<file path="config.mk">
export PLATFORM = sky130hd
export DESIGN_NAME = regfile_scoreboard
export DESIGN_NICKNAME = d
export VERILOG_FILES = /design/src/rtl/regfile_scoreboard.sv
export SDC_FILE = /design/constraint.sdc
export NUM_CORES = 2
export LEC_CHECK = 0
export ABC_AREA = 1
export BUFFER_PORTS_ARGS = -buffer_cell sky130_fd_sc_hd__buf_4
export CAP_MARGIN = 20
export CORE_MARGIN = 2
export CORE_UTILIZATION = 50
export DETAILED_ROUTE_END_ITERATION = 16
export HOLD_SLACK_MARGIN = 0.05
export PLACE_DENSITY = 0.66
export SYNTH_ARGS = -nofsm -noshare
export SYNTH_HDL_FRONTEND = slang
export SYNTH_SLANG_ARGS = --single-unit
</file>
<file path="constraint.sdc">
create_clock -name clk -period 2.5 [get_ports clk]
set_clock_uncertainty 0.05 [all_clocks]
set_input_delay 0.125 -clock clk [delete_from_list [all_inputs] [get_ports clk]]
set_output_delay 0.125 -clock clk [all_outputs]
set_load 0.05 [all_outputs]
</file>
<file path="src/rtl/regfile_scoreboard.sv">
// regfile_scoreboard
//   32 x 32-bit architectural register file. Each register has a pending-writer
//   counter that tracks in-flight writes. Register 0 always reads as zero and
//   is always valid.
//
//   Optional feature macro: WB_BYPASS_EN
//     Defined   - a same-cycle writeback is forwarded to a matching read port.
//     Undefined - read ports see only registered state.
//
// Ports:
//   clk, reset          clock; synchronous active-high reset
//   r1_addr/r2_addr     read port addresses
//   r1_data/r2_data     read port values (combinational)
//   r1_valid/r2_valid   value is final (no outstanding writer)
//   rsv_valid/rsv_addr  reserve a destination register at issue
//   rsv_ready           reservation of rsv_addr can be accepted this cycle
//   wb_valid/wb_addr/wb_data  writeback of one result
//   flush               clear all reservations
module regfile_scoreboard #(
   parameter int unsigned PEND_W = 2
) (
   input  logic        clk,
   input  logic        reset,
   input  logic [4:0]  r1_addr,
   output logic        r1_valid,
   output logic [31:0] r1_data,
   input  logic [4:0]  r2_addr,
   output logic        r2_valid,
   output logic [31:0] r2_data,
   input  logic        rsv_valid,
   input  logic [4:0]  rsv_addr,
   output logic        rsv_ready,
   input  logic        wb_valid,
   input  logic [4:0]  wb_addr,
   input  logic [31:0] wb_data,
   input  logic        flush
);

   localparam logic [PEND_W-1:0] PEND_MAX  = '1;
   localparam logic [PEND_W-1:0] PEND_ZERO = '0;
   localparam logic [PEND_W-1:0] PEND_ONE  = PEND_W'(1);

   // Entry 0 exists for uniform indexing but is never written.
   logic [31:0]       r_regs [32];
   logic [PEND_W-1:0] r_pend [32];
   logic [PEND_W-1:0] w_pend_nxt [32];

   logic w_rsv_take;
   logic w_wb_take;

   assign w_rsv_take = rsv_valid && rsv_ready && !flush && (rsv_addr != 5'd0);
   assign w_wb_take  = wb_valid && (wb_addr != 5'd0);

   // Independent of same-cycle writeback so issue logic sees a stable ready.
   assign rsv_ready = (rsv_addr == 5'd0) || (r_pend[rsv_addr] != PEND_MAX);

   // ------------------------------------------------------------------
   // Read ports
   // ------------------------------------------------------------------
   always_comb begin
      r1_data  = 32'd0;
      r1_valid = 1'b1;
      if (r1_addr != 5'd0) begin
         r1_data  = r_regs[r1_addr];
         r1_valid = (r_pend[r1_addr] == PEND_ZERO);
`ifdef WB_BYPASS_EN
         if (wb_valid && (wb_addr == r1_addr)) begin
            r1_data  = wb_data;
            r1_valid = (r_pend[r1_addr] <= PEND_ONE);
         end
`endif
      end
   end

   always_comb begin
      r2_data  = 32'd0;
      r2_valid = 1'b1;
      if (r2_addr != 5'd0) begin
         r2_data  = r_regs[r2_addr];
         r2_valid = (r_pend[r2_addr] == PEND_ZERO);
`ifdef WB_BYPASS_EN
         if (wb_valid && (wb_addr == r2_addr)) begin
            r2_data  = wb_data;
            r2_valid = (r_pend[r2_addr] <= PEND_ONE);
         end
`endif
      end
   end

   // ------------------------------------------------------------------
   // Pending counter next state
   // ------------------------------------------------------------------
   always_comb begin
      for (int i = 0; i < 32; i++) begin
         w_pend_nxt[i] = r_pend[i];
      end
      if (flush) begin
         // A writeback in the flush cycle has nothing left to retire.
         for (int i = 0; i < 32; i++) begin
            w_pend_nxt[i] = PEND_ZERO;
         end
      end else begin
         for (int i = 1; i < 32; i++) begin
            // Reserve and writeback of the same register cancel out.
            if (w_rsv_take && (rsv_addr == 5'(i)) &&
                !(w_wb_take && (wb_addr == 5'(i)))) begin
               w_pend_nxt[i] = r_pend[i] + PEND_ONE;
            end else if (w_wb_take && (wb_addr == 5'(i)) &&
                         !(w_rsv_take && (rsv_addr == 5'(i))) &&
                         (r_pend[i] != PEND_ZERO)) begin
               w_pend_nxt[i] = r_pend[i] - PEND_ONE;
            end
         end
      end
   end

   // ------------------------------------------------------------------
   // State
   // ------------------------------------------------------------------
   always_ff @(posedge clk) begin
      if (reset) begin
         for (int i = 0; i < 32; i++) begin
            r_pend[i] <= PEND_ZERO;
         end
      end else begin
         for (int i = 0; i < 32; i++) begin
            r_pend[i] <= w_pend_nxt[i];
         end
      end
   end

   always_ff @(posedge clk) begin
      if (reset) begin
         for (int i = 0; i < 32; i++) begin
            r_regs[i] <= 32'd0;
         end
      end else if (w_wb_take) begin
         r_regs[wb_addr] <= wb_data;
      end
   end

endmodule

</file>
# == Word-level counts from Yosys, hierarchy flattened ==
# Memories as Yosys holds them, arrays and structs flattened.
# Cells that the tools add are included.
# totals
ff_bits,0
latch_bits,0
mem_bits_rw,1088
mem_bits_ro,0
in_bits,57
out_inout_bits,67
wordCells,532
n_memories,2
# op_classes
addsub,62
multipliers,0
div,0
n_lt_le_gt_ge,0
eq_ne,64
n_shift,0
n_mux,109
bitwise_logic,32
reduce_logical,263
# mem_list
name,words,width,read_ports,rd_clocked_by_memory_dff,write_ports,line,text
r_regs,32,32,2,0,32,44,logic [31:0] r_regs [32];
r_pend,32,2,34,0,32,45,logic [PEND_W-1:0] r_pend [32];
# ops
operator,count
2-bit two-way mux,95
"5-bit equality test, second input constant",32
1-bit logical AND,159
32-bit two-way mux,3
"5-bit by 4-bit equality test with 1-bit output, second input constant",16
1-bit logical NOT,63
"2-bit by 1-bit adder with 2-bit output, second input constant",31
62-bit two-way mux,1
2-bit nonzero test,31
"2-bit by 1-bit subtractor with 2-bit output, second input constant",31
"5-bit by 3-bit equality test with 1-bit output, second input constant",8
1-bit OR,32
32-bit OR reduction,1
"5-bit by 2-bit equality test with 1-bit output, second input constant",4
5-bit nonzero test,4
"5-bit by 1-bit equality test with 1-bit output, second input constant",2
1-bit two-way mux,9
5-bit logical NOT,1
5-bit two-way mux,1
2-bit logical NOT,2
"2-bit != test, second input constant",1
2-bit AND reduction,1
1-bit logical OR,1
"1-bit != test, second input constant",1

# == Depth between registers and ports, before layout ==
# An unclocked memory read counts as a cell.
# depth
word_depth,14
ltp_mapped,19
depth_no_buf,17

# == Worst setup path before layout ==
# No wires, ideal clock.
# synth_path
path_type,input-to-output
start,input port r2_addr[0]
end,output port r2_data[8]
arrival_time_ps,2670
required_time_ps,2325
slack_ps,-345
cell_stages,9
path_buffers,3
path_cell_list,buf_2 > inv_2 > nor2_2 > buf_2 > buf_1 > nand2_1 > o211ai_1 > nand3_1 > a311oi_1
# synth_via
elab_chain_len,2
elab_cells_between_ends,3
cone_classes,1 x mux; 1 x reduce/logical; 1 x memory
# synth_rtl
element,line,text
"start, declared",27,"input logic [4:0] r2_addr,"
memory read 32 x 32 bit or 5-bit nonzero test (tied branches),n/a,
32-bit two-way mux (*),78,if (r2_addr != 5'd0) begin
"end, declared",29,"output logic [31:0] r2_data,"
# Mark *: on every way between the ends. The rest lies on a longest branch, timed or not.

==> impl_metrics.csv <==
group,metric,value,unit
power,max-vdd-ir-drop,0.6574,mV
place,place.gp.congestion,0.9960,
cts,cts-root-buf,"clkbuf_16",
grt,overflow,0,
synth,synthTopCellsByArea,"edfxtp_1 54%, nor2_1 10%, o21ai_0 6.4%, nand2_1 4.9%, clkbuf_1 3.2%",
sta,max_freq,379.8,MHz
setup_path,cp.arrival,2.46,ns
drt,routed_via_density,6.845,
finish,final_layout_size_suffix_gt1_frac,0.1710,
sta,finalCritPeriodShare,1.053,
drt,routed_wl,244.6,mm
sta,slew_viol_final,0,
sta,worstMarginPinSlew,1.007,ns
cts,clock_sinks,1086,
job,maxCapViolCount,0,
cts,htreeDepth,3,
sta,hold_viol,0,
floorplan,floorplan.initialDensity,0.5030,
synth,yosys_warnings,0,
synth,ys_ff_latch,1086,
synth,synth.most_common_cell,"nor2_1",
grt,grt_usage,0.4083,
synth,ys_types,46,
setup_path,start_kind,"flip-flop",
sta,slew_headroom,0.3288,
drt,drt_first_pass_iters,9,
grt,antenna_found_initial,0,
setup_path,worst-path-buf-inv,2,
cts,cts_buffers,117,
synth,synth.top_cells.by_count,"1,534 x nor2_1, 1,024 x edfxtp_1, 742 x nand2_1",
setup_path,worstPathMaxFanout,2,
setup_path,critPathKind,"reg2out",
setup_path,path_cells,"inv_2, a21oi_2, o21ai_1, nand2_1, a221oi_2, o31a_1, nor3_4, buf_6",
floorplan,dieArea,115600,um^2
setup_path,cp_slowest_stage_delay,0.39,ns
setup_path,slowest_stage,"edfxtp_1",
setup_path,cp-end-kind,"output pin",
power,p_leak,0.02504,uW
drt,wl_per_cell,30.58,um
cts,clkSlewWorstSetupHoldPaths,0.06,ns
synth,yosys.area.top_type,"edfxtp_1",
cts,clock_latency,0.73,ns
drt,drc,0,
floorplan,die_h,339.9,um
synth,synth.top_cell.area_share,0.5449,
setup_path,cp_data_required_time,2.33,ns
drt,postRouteAntennaNets,0,
cts,cts_tree,"done",
synth,synthCells,6289,
finish,area.growth.synth_to_final,21.22,%
place,dp_hpwl,138.4,mm
synth,yosysSeqAreaShare,0.5669,
synth,synth-edff-count,1024,
setup_path,crit_family,"compound AO/OA/AOI/OAI gates",
finish,num_antenna_cells,0,
sta,rsz0062_at_grt,"true",
run_status,status,"complete, but fails checks",
power,p_per_area,670.9,nW/um^2
synth,avgSynthCellArea,8.973,um^2
power,total_power,45890,uW
grt,grt_max_degree,78,
grt,grt_pass1_vias,51600,
finish,fin_nets,6460,
floorplan,die_x,339.9,um
floorplan,pin_count,124,
sta,period_needed,2.633,ns
place,dpl_cell_area,62050,um^2
place,port_buffers,123,
sta,hold_ws,0.08937,ns
drt,vias,54750,
finish,fill_cells,9210,
drt,drtIter0Drc,10610,
cts,cts.path.max_buffers,3,
sta,fin_ws,-0.1326,ns
floorplan,core-area,112200,um^2
min_path,min_path_type,"in2reg",
synth,ys.flop_type,"edfxtp_1",
run_status,failed_checks,"setup timing",
floorplan,std_cell_rows,123,
synth,syn_area,56430,um^2
finish,fin_util,0.6097,
sta,setup_viol,15,
grt,grt_pass1_wl,345.8,mm
synth,async_flop_share,0,
finish,fin_area,68410,um^2
final cells by class:
cell class / instances / area [um^2] / area share
inverters: 338 / 1303 / 0.01904
clock inverters: 66 / 604.3 / 0.008835
repair buffers: 547 / 6320 / 0.09239
well taps: 1500 / 1877 / 0.02744
clock buffers: 148 / 3117 / 0.04556
multi-input cells: 4313 / 23140 / 0.3383
flip-flops and latches: 1086 / 32050 / 0.4685
registers in the layout (all words and copies together) (netlist names):
register and count:
r_pend 62, r_regs 1024
worst reg2reg max path: cells and delay by family (launching register included):
| family | cells | cell delay, ns |
|---|---|---|
| flip-flops | 1 | 0.36 |
| buffers and inverters | 3 | 0.80 |
| AND/OR/NAND/NOR | 10 | 0.90 |
| AO/OA/AOI/OAI | 2 | 0.19 |
where the power goes:
part           switching (uW)  internal (uW)
registers                 548          20900
clock network            7560           9620
logic                    5020           2280
worst paths after layout:
check / endpoint / cells past startpoint / from / slack [ns]
worst max-delay path: r2_data[28] / 8 / r_regs[7][28]$_SDFFCE_PN0P_ / -0.13
worst min-delay path: r_regs[0][26]$_SDFFCE_PN0P_ / 2 / reset / 0.09
worst max register to register: r_pend[3][1]$_SDFFE_PP0P_ / 15 / r_pend[19][1]$_SDFFE_PP0P_ / 0.14
worst min register to register: r_pend[18][1]$_SDFFE_PP0P_ / 2 / r_pend[18][1]$_SDFFE_PP0P_ / 0.43
layout by cell type (no fill, tap or decap), drive strengths merged, types with 2 or more instances in the layout:
cell	n
a311oi	15
o31a	2
bufinv	8
a21boi	2
nor2	1537
nand4	37
clkinvlp	7
nor3	22
edfxtp	1024
a22oi	128
nand2	743
dfxtp	62
a211oi	16
o311ai	7
dlygate4sd3	42
clkbuf	149
o211ai	16
inv	335
o22ai	145
o221a	4
a31oi	67
nor4	3
o21ai	718
clkinv	54
a21oi	175
o31ai	2
or2	40
o221ai	180
buf	503
o2111ai	6
conb	32
o32ai	82
a221oi	78
nand3	231
o21bai	17
a221o	4
routing by layer:
metal  track usage  part of all wire
met1        0.5269              0.34
met2        0.6099              0.43
met3        0.1118              0.16
met4        0.2584             0.076
met5             0           0.00019
kinds of logic after synthesis:
family / Yosys count / share of synthesized area
AOI/OAI and AO/OA: 1667 / 0.1862
buffers and inverters: 921 / 0.06306
DFF: 1086 / 0.5669
other: 1 / 0.00006645
and+or+nand+nor: 2614 / 0.1838
stage by stage:
step           TNS [ns]  setup slack, ns  cells
4_1_cts         -0.4623         -0.09638   7980
5_1_grt          -1.863          -0.2018   7998
6_report        -0.6504          -0.1326   7998
3_3_place_gp    -0.2503         -0.08679   7729
2_1_floorplan         0         0.001980   6320
3_5_place_dp    -0.2482          -0.1057   7729
timing repair:
item / CTS / global route
buffers inserted: 4 / 19
hold endpoints to repair: 1054 / 0
setup endpoints to repair: 55 / 74
pin swaps: 64 / 138
hold buffers: 42 / 0
resized for setup: 241 / 292
cloned: 1 / 1
No activity file was read; power rests on OpenSTA's default activity.
